[src/rtl/scr1_dmem_router_n_if.sv]
// Core-side dmem bus of the SCR1 data-memory router.
// The core drives requests through the master modport; the router serves the slave side.
interface scr1_dmem_router_n_if;
   logic        dmem_req;
   logic        dmem_cmd;
   logic [1:0]  dmem_width;
   logic [31:0] dmem_addr;
   logic [31:0] dmem_wdata;
   logic        dmem_req_ack;
   logic [31:0] dmem_rdata;
   logic [1:0]  dmem_resp;

   modport master (
      output dmem_req, dmem_cmd, dmem_width, dmem_addr, dmem_wdata,
      input  dmem_req_ack, dmem_rdata, dmem_resp
   );

   modport slave (
      input  dmem_req, dmem_cmd, dmem_width, dmem_addr, dmem_wdata,
      output dmem_req_ack, dmem_rdata, dmem_resp
   );
endinterface

[src/rtl/scr1_dmem_router_n.sv]
// Routes one outstanding SCR1 dmem transaction to one of N slave ports by base/mask window,
// answering unmapped, misaligned and timed-out accesses with its own ERROR response.
module scr1_dmem_router_n #(
   parameter int unsigned             N_PORTS   = 2,
   parameter logic [N_PORTS*32-1:0]   PORT_BASE = {32'h0001_0000, 32'h0000_0000},
   parameter logic [N_PORTS*32-1:0]   PORT_MASK = {32'hFFFF_0000, 32'hFFFF_0000},
   parameter int unsigned             TIMEOUT   = 256
) (
   input  logic                     clk,
   input  logic                     rst,
   scr1_dmem_router_n_if.slave      bus,
   output logic [N_PORTS-1:0]       port_req_o,
   output logic                     port_cmd_o,
   output logic [1:0]               port_width_o,
   output logic [31:0]              port_addr_o,
   output logic [31:0]              port_wdata_o,
   input  logic [N_PORTS-1:0]       port_req_ack_i,
   input  logic [N_PORTS*32-1:0]    port_rdata_i,
   input  logic [N_PORTS*2-1:0]     port_resp_i,
   output logic [15:0]              err_cnt_o
);

   localparam logic [1:0] RESP_IDLE  = 2'b00;
   localparam logic [1:0] RESP_ERROR = 2'b10;

   localparam int unsigned    TW       = (TIMEOUT > 2) ? $clog2(TIMEOUT) : 1;
   localparam logic [TW-1:0]  TMO_LAST = TW'((TIMEOUT == 0) ? 0 : TIMEOUT - 1);

   typedef enum logic [1:0] {
      ST_IDLE = 2'd0,
      ST_WAIT = 2'd1,
      ST_ERR  = 2'd2
   } state_e;

   state_e               state_q, state_d;
   logic [2:0]           sel_q, sel_d;
   logic [TW-1:0]        tmo_q, tmo_d;
   logic [15:0]          err_cnt_q, err_cnt_d;

   logic                 hit;
   logic [2:0]           hit_idx;
   logic [N_PORTS-1:0]   hit_oh;
   logic                 aligned;
   logic [1:0]           sel_resp;
   logic [31:0]          sel_rdata;
   logic [N_PORTS-1:0]   port_req;
   logic                 req_ack;
   logic [1:0]           resp;
   logic [31:0]          rdata;

   // Walk from the highest index down so the lowest matching window is the one left standing.
   always_comb begin
      hit     = 1'b0;
      hit_idx = '0;
      hit_oh  = '0;
      for (int i = N_PORTS - 1; i >= 0; i--) begin
         if ((bus.dmem_addr & PORT_MASK[32*i +: 32]) == PORT_BASE[32*i +: 32]) begin
            hit       = 1'b1;
            hit_idx   = 3'(i);
            hit_oh    = '0;
            hit_oh[i] = 1'b1;
         end
      end
   end

   always_comb begin
      case (bus.dmem_width)
         2'd0:    aligned = 1'b1;
         2'd1:    aligned = ~bus.dmem_addr[0];
         2'd2:    aligned = (bus.dmem_addr[1:0] == 2'b00);
         default: aligned = 1'b0;
      endcase
   end

   always_comb begin
      sel_resp  = RESP_IDLE;
      sel_rdata = '0;
      for (int i = 0; i < N_PORTS; i++) begin
         if (sel_q == 3'(i)) begin
            sel_resp  = port_resp_i[2*i +: 2];
            sel_rdata = port_rdata_i[32*i +: 32];
         end
      end
   end

   always_comb begin
      // NOTE: every next-state and output gets a default first, so no branch can infer a latch.
      state_d  = state_q;
      sel_d    = sel_q;
      tmo_d    = tmo_q;
      port_req = '0;
      req_ack  = 1'b0;
      resp     = RESP_IDLE;
      rdata    = '0;

      case (state_q)
         ST_IDLE: begin
            if (bus.dmem_req) begin
               if (hit && aligned) begin
                  port_req = hit_oh;
                  req_ack  = |(hit_oh & port_req_ack_i);
                  if (req_ack) begin
                     sel_d   = hit_idx;
                     tmo_d   = '0;
                     state_d = ST_WAIT;
                  end
               end else begin
                  req_ack = 1'b1;
                  state_d = ST_ERR;
               end
            end
         end
         ST_WAIT: begin
            resp  = sel_resp;
            rdata = sel_rdata;
            if (sel_resp != RESP_IDLE) begin
               state_d = ST_IDLE;
            end else if ((TIMEOUT != 0) && (tmo_q == TMO_LAST)) begin
               state_d = ST_ERR;
            end else begin
               tmo_d = tmo_q + 1'b1;
            end
         end
         ST_ERR: begin
            resp    = RESP_ERROR;
            state_d = ST_IDLE;
         end
         default: state_d = ST_IDLE;
      endcase
   end

   assign err_cnt_d = ((resp == RESP_ERROR) && (err_cnt_q != 16'hFFFF)) ? err_cnt_q + 16'd1
                                                                        : err_cnt_q;

   // NOTE: state registers use non-blocking assignments so every flop samples pre-edge values.
   always_ff @(posedge clk) begin
      if (rst) begin
         state_q   <= ST_IDLE;
         sel_q     <= '0;
         tmo_q     <= '0;
         err_cnt_q <= '0;
      end else begin
         state_q   <= state_d;
         sel_q     <= sel_d;
         tmo_q     <= tmo_d;
         err_cnt_q <= err_cnt_d;
      end
   end

   assign bus.dmem_req_ack = req_ack;
   assign bus.dmem_resp    = resp;
   assign bus.dmem_rdata   = rdata;

   assign port_req_o   = port_req;
   assign port_cmd_o   = bus.dmem_cmd;
   assign port_width_o = bus.dmem_width;
   assign port_addr_o  = bus.dmem_addr;
   assign port_wdata_o = bus.dmem_wdata;
   assign err_cnt_o    = err_cnt_q;

endmodule
[src/flat_wrapper.sv]
// flat-port wrapper written by rule: the top's interface ports become plain ports
module scr1_dmem_router_n_flat 
#(
   parameter int unsigned             N_PORTS   = 2,
   parameter logic [N_PORTS*32-1:0]   PORT_BASE = {32'h0001_0000, 32'h0000_0000},
   parameter logic [N_PORTS*32-1:0]   PORT_MASK = {32'hFFFF_0000, 32'hFFFF_0000},
   parameter int unsigned             TIMEOUT   = 256
)
  (clk, rst, port_req_o, port_cmd_o, port_width_o, port_addr_o, port_wdata_o, port_req_ack_i, port_rdata_i, port_resp_i, err_cnt_o, bus_dmem_req, bus_dmem_cmd, bus_dmem_width, bus_dmem_addr, bus_dmem_wdata, bus_dmem_req_ack, bus_dmem_rdata, bus_dmem_resp);
  scr1_dmem_router_n_if bus_i ();
  input  logic clk;
  input  logic rst;
  output logic [N_PORTS-1:0] port_req_o;
  output logic port_cmd_o;
  output logic [1:0] port_width_o;
  output logic [31:0] port_addr_o;
  output logic [31:0] port_wdata_o;
  input  logic [N_PORTS-1:0] port_req_ack_i;
  input  logic [N_PORTS*32-1:0] port_rdata_i;
  input  logic [N_PORTS*2-1:0] port_resp_i;
  output logic [15:0] err_cnt_o;
  input wire logic [$bits(bus_i.dmem_req)-1:0] bus_dmem_req;
  input wire logic [$bits(bus_i.dmem_cmd)-1:0] bus_dmem_cmd;
  input wire logic [$bits(bus_i.dmem_width)-1:0] bus_dmem_width;
  input wire logic [$bits(bus_i.dmem_addr)-1:0] bus_dmem_addr;
  input wire logic [$bits(bus_i.dmem_wdata)-1:0] bus_dmem_wdata;
  output wire logic [$bits(bus_i.dmem_req_ack)-1:0] bus_dmem_req_ack;
  output wire logic [$bits(bus_i.dmem_rdata)-1:0] bus_dmem_rdata;
  output wire logic [$bits(bus_i.dmem_resp)-1:0] bus_dmem_resp;
  assign bus_i.dmem_req = bus_dmem_req;
  assign bus_i.dmem_cmd = bus_dmem_cmd;
  assign bus_i.dmem_width = bus_dmem_width;
  assign bus_i.dmem_addr = bus_dmem_addr;
  assign bus_i.dmem_wdata = bus_dmem_wdata;
  assign bus_dmem_req_ack = bus_i.dmem_req_ack;
  assign bus_dmem_rdata = bus_i.dmem_rdata;
  assign bus_dmem_resp = bus_i.dmem_resp;
  scr1_dmem_router_n #(.N_PORTS(N_PORTS), .PORT_BASE(PORT_BASE), .PORT_MASK(PORT_MASK), .TIMEOUT(TIMEOUT)) u_core (.clk(clk), .rst(rst), .bus(bus_i), .port_req_o(port_req_o), .port_cmd_o(port_cmd_o), .port_width_o(port_width_o), .port_addr_o(port_addr_o), .port_wdata_o(port_wdata_o), .port_req_ack_i(port_req_ack_i), .port_rdata_i(port_rdata_i), .port_resp_i(port_resp_i), .err_cnt_o(err_cnt_o));
endmodule
[config.mk]
export PLATFORM = sky130hd
export DESIGN_NAME = scr1_dmem_router_n_flat
export DESIGN_NICKNAME = d
export VERILOG_FILES = /design/src/rtl/scr1_dmem_router_n_if.sv /design/src/rtl/scr1_dmem_router_n.sv /design/src/flat_wrapper.sv
export SDC_FILE = /design/constraint.sdc
export NUM_CORES = 1
export LEC_CHECK = 0
export BUFFER_PORTS_ARGS = -buffer_cell sky130_fd_sc_hd__buf_2
export CORE_AREA = 2 2 102 104
export DETAILED_ROUTE_END_ITERATION = 8
export DIE_AREA = 0 0 104 106
export PLACE_DENSITY_LB_ADDON = 0.25
export SYNTH_ARGS = -nofsm -noshare
export SYNTH_HDL_FRONTEND = slang
export SYNTH_SLANG_ARGS = --single-unit
[constraint.sdc]
create_clock -name clk -period 3 [get_ports clk]
set_clock_uncertainty 0.1 [all_clocks]
set_input_delay 0 -clock clk [delete_from_list [all_inputs] [get_ports clk]]
set_output_delay 0 -clock clk [all_outputs]
set_load 0.005 [all_outputs]
==> reports/metrics.yaml <==
syn2layout_area_growth_pct: 36.6
crit_type: "reg -> reg"
ys_types: 52
crit_chain: "inv_1 > ha_1 > nand2_1 > o21ai_1 > nand3_1 > or4_1 > a21oi_1"
min_path_type: "in -> out"
cp_slowest_cell: "or4_1"
vdd_ir_drop_max_v: 0.000144
post_cts_buffers: 0
initial_core_util_pct: 26.6
wl_per_cell_microns: 13.7
hpwl_microns: 6150
timing.setup.tns_ns: 0
grt_pass1_wl_microns: 13000
core-area_sq_um: 10000
endpoint_kind: "flop"
r2r_slack_ns: 0.43
synth.net_count: 491
dieArea_sq_um: 11000
synth_edf_count: 0
dp_slack_ns: 0.465
grt-ovfl-total: 0
synthTopCellsByArea: "dfxtp_1 20%, buf_4 19%, mux2i_1 14%, nor2_1 6.2%, a21oi_1 3.8%"
wirelength_microns: 8470
post-route-util_pct: 36.3
pwr_density_cell_nw_per_um2: 217
synth_area_sq_um: 2660
fin_crit_ns: 2.57
synth_area_leader_cell: "dfxtp_1"
io_buffers: 165
nNetsFinal: 629
final_cell_area_sq_um: 3630
slew_headroom_pct: 42.8
timing.final.ws_setup_ns: 0.434
grt_pass1_vias: 2651
worstRegToRegCells: 7
p_leak_nw: 1.58
outcome: "complete, no violations"
dr.pass1.iters: 4
synth_most_common_cell: "buf_4"
hold_end: "port_addr_o[1]"
hold-path-cell-count: 2
post-route-period-util_pct: 85.5
critPathArrivalTime_ns: 2.68
clockBufferDepth: 2
die-width_microns: 104
synthCells: 346
die_y_microns: 106
drive_above_1_share_pct: 37.3
drt_iter0_drc: 123
synth_top_area_share_pct: 20.3
async_reset_ff_share_pct: 0
avgSynthCellArea_sq_um: 7.68
power_uw: 787
synth_commonest_cells: "67 x buf_4, 44 x nor2_1, 36 x mux2i_1, 27 x dfxtp_1, 20 x a21oi_1"
gp_congestion: 0.795
io_pins: 260
cp-start-kind: "flop"
path_max_fanout: 13
cts_tree: "done"
num_antenna_cells: 0
cts_made_buffers: 3
tightest_slew_ns: 0.850
fp-row-count: 37
rr_endpoint: "u_core.err_cnt_o[13]$_SDFFE_PP0P_"
worstReg2RegStart: "u_core.state_q[1]$_SDFFE_PP0P_"
post_dp_cell_area_sq_um: 3100
grt_use_total_pct: 13.9
grt_max_degree: 37
min_from: "bus_dmem_addr[1]"
setup_viol_count_final: 0
routed_via_density: 4.72
fillers: 1061
antenna_found_initial: 0
ys_seq_elements: 27
finalMaxSlewViolations: 0
clkTransAtPathRegs_ns: 0.10
cts_sinks: 27
detail-route-antenna-nets: 0
cap_violations: 0
max_stage_delay_ns: 0.53
synth_ff_type: "dfxtp_1"
ys_seq_area_share_pct: 20.3
required_ns: 3.11
htree_num_levels: 1
vias: 2922
hold_violations: 0
clkLatencyLatePin_ns: 0.28
clockRootBuffer: "clkbuf_8"
synth-warning-count: 0
route.detailed.drc: 0
max_freq_ghz: 0.390
rsz0062_at_grt: "no"
==> power breakdown <==
group          total, mW  internal, mW  leakage [nW]  switching [mW]
Clock              0.221        0.0945        0.0217           0.127
Sequential         0.363         0.361         0.218         0.00251
Combinational      0.203         0.117          1.34          0.0858
Total              0.787         0.572          1.58           0.215
==> registers in the layout, summed over array words and instances, names as in the netlist <==
name and flops:
u_core.sel_q 1, u_core.err_cnt_o 16, u_core.tmo_q 8, u_core.state_q 2
==> cell families (layout without fill, tap and decap cells) <==
family	count (synthesis)	count (layout)	synth area share, %
AO/OA/AOI/OAI	58	58	14.2
XOR/XNOR	4	4	1.32
adder cells (fa/ha/maj)	5	5	2.35
buffers and inverters	96	233	23.3
flip-flops	27	27	20.3
multiplexers	37	37	14.0
AND/OR/NAND/NOR	119	119	24.5
==> through the flow <==
step / hold slack [ns] / std cells
finish: 0.0817 / 619
global route: 0.0926 / 619
CTS: 0.0823 / 619
detailed placement: -0.100 / 567
global placement: -0.100 / 567
floorplan: -0.0646 / 346
==> worst max-delay path by stage <==
stage,start,end,depth (start not counted)
detailed placement,u_core.state_q[1]$_SDFFE_PP0P_,u_core.err_cnt_o[13]$_SDFFE_PP0P_,7
global placement,u_core.state_q[1]$_SDFFE_PP0P_,u_core.err_cnt_o[13]$_SDFFE_PP0P_,7
finish,u_core.state_q[1]$_SDFFE_PP0P_,u_core.err_cnt_o[13]$_SDFFE_PP0P_,7
global route,u_core.state_q[1]$_SDFFE_PP0P_,u_core.err_cnt_o[15]$_SDFFE_PP0P_,7
floorplan,u_core.state_q[0]$_SDFFE_PP0P_,u_core.tmo_q[0]$_SDFFE_PP0P_,7
CTS,u_core.state_q[1]$_SDFFE_PP0P_,u_core.err_cnt_o[13]$_SDFFE_PP0P_,7
==> worst max-delay path: cells and delay by family (launching register included) <==
kind                     cells  cell delay (ns)
adder cells (fa/ha/maj)      1             0.42
flip-flops                   1             0.34
AND/OR/NAND/NOR              3             1.06
AO/OA/AOI/OAI                2             0.49
buffers and inverters        1             0.08
==> area by class of cell <==
cell class	count	area, sq um	area share (%)
clock inverter	1	7.51	0.207
multi-input combinational	223	1500	41.2
inverter	14	52.6	1.45
clock buffer	3	41.3	1.14
tap	136	170	4.68
sequential	27	542	14.9
timing repair buffer	215	1320	36.4
==> per-layer routing <==
metal	global-route usage [%]	part of all wire, %	vias to the layer above
met5	0	0	-
met4	1.93	0.65	0
met3	4.48	8.0	6
met2	24.2	48	131
met1	17.2	43	1338
li1	-	-	1447
==> cells in the final DEF, fill, tap and decap left out, types with 2 or more instances in the layout <==
| master | n |
|---|---|
| nor4_1 | 4 |
| dfxtp_1 | 26 |
| dlygate4sd3_1 | 48 |
| or3_1 | 6 |
| nor4_2 | 2 |
| buf_4 | 2 |
| nand3_1 | 10 |
| o31ai_1 | 5 |
| nor2b_1 | 2 |
| ha_1 | 5 |
| nor3b_1 | 2 |
| and3_1 | 4 |
| or4_1 | 7 |
| nor4b_1 | 2 |
| a211oi_1 | 5 |
| buf_2 | 165 |
| mux2i_1 | 36 |
| a31oi_1 | 5 |
| nor3_1 | 4 |
| o21ai_0 | 10 |
| nand2b_1 | 2 |
| nand4_1 | 8 |
| clkbuf_8 | 3 |
| a21oi_1 | 20 |
| xor2_1 | 3 |
| nand2_1 | 14 |
| nor2_1 | 44 |
| inv_1 | 13 |
| o41a_1 | 2 |
==> what timing repair did <==
action                                 in CTS  in global routing
endpoints found under the hold margin      48                  0
gates resized for setup                     0                  0
hold buffers                               48                  0
No activity file was read; power rests on OpenSTA's default activity.
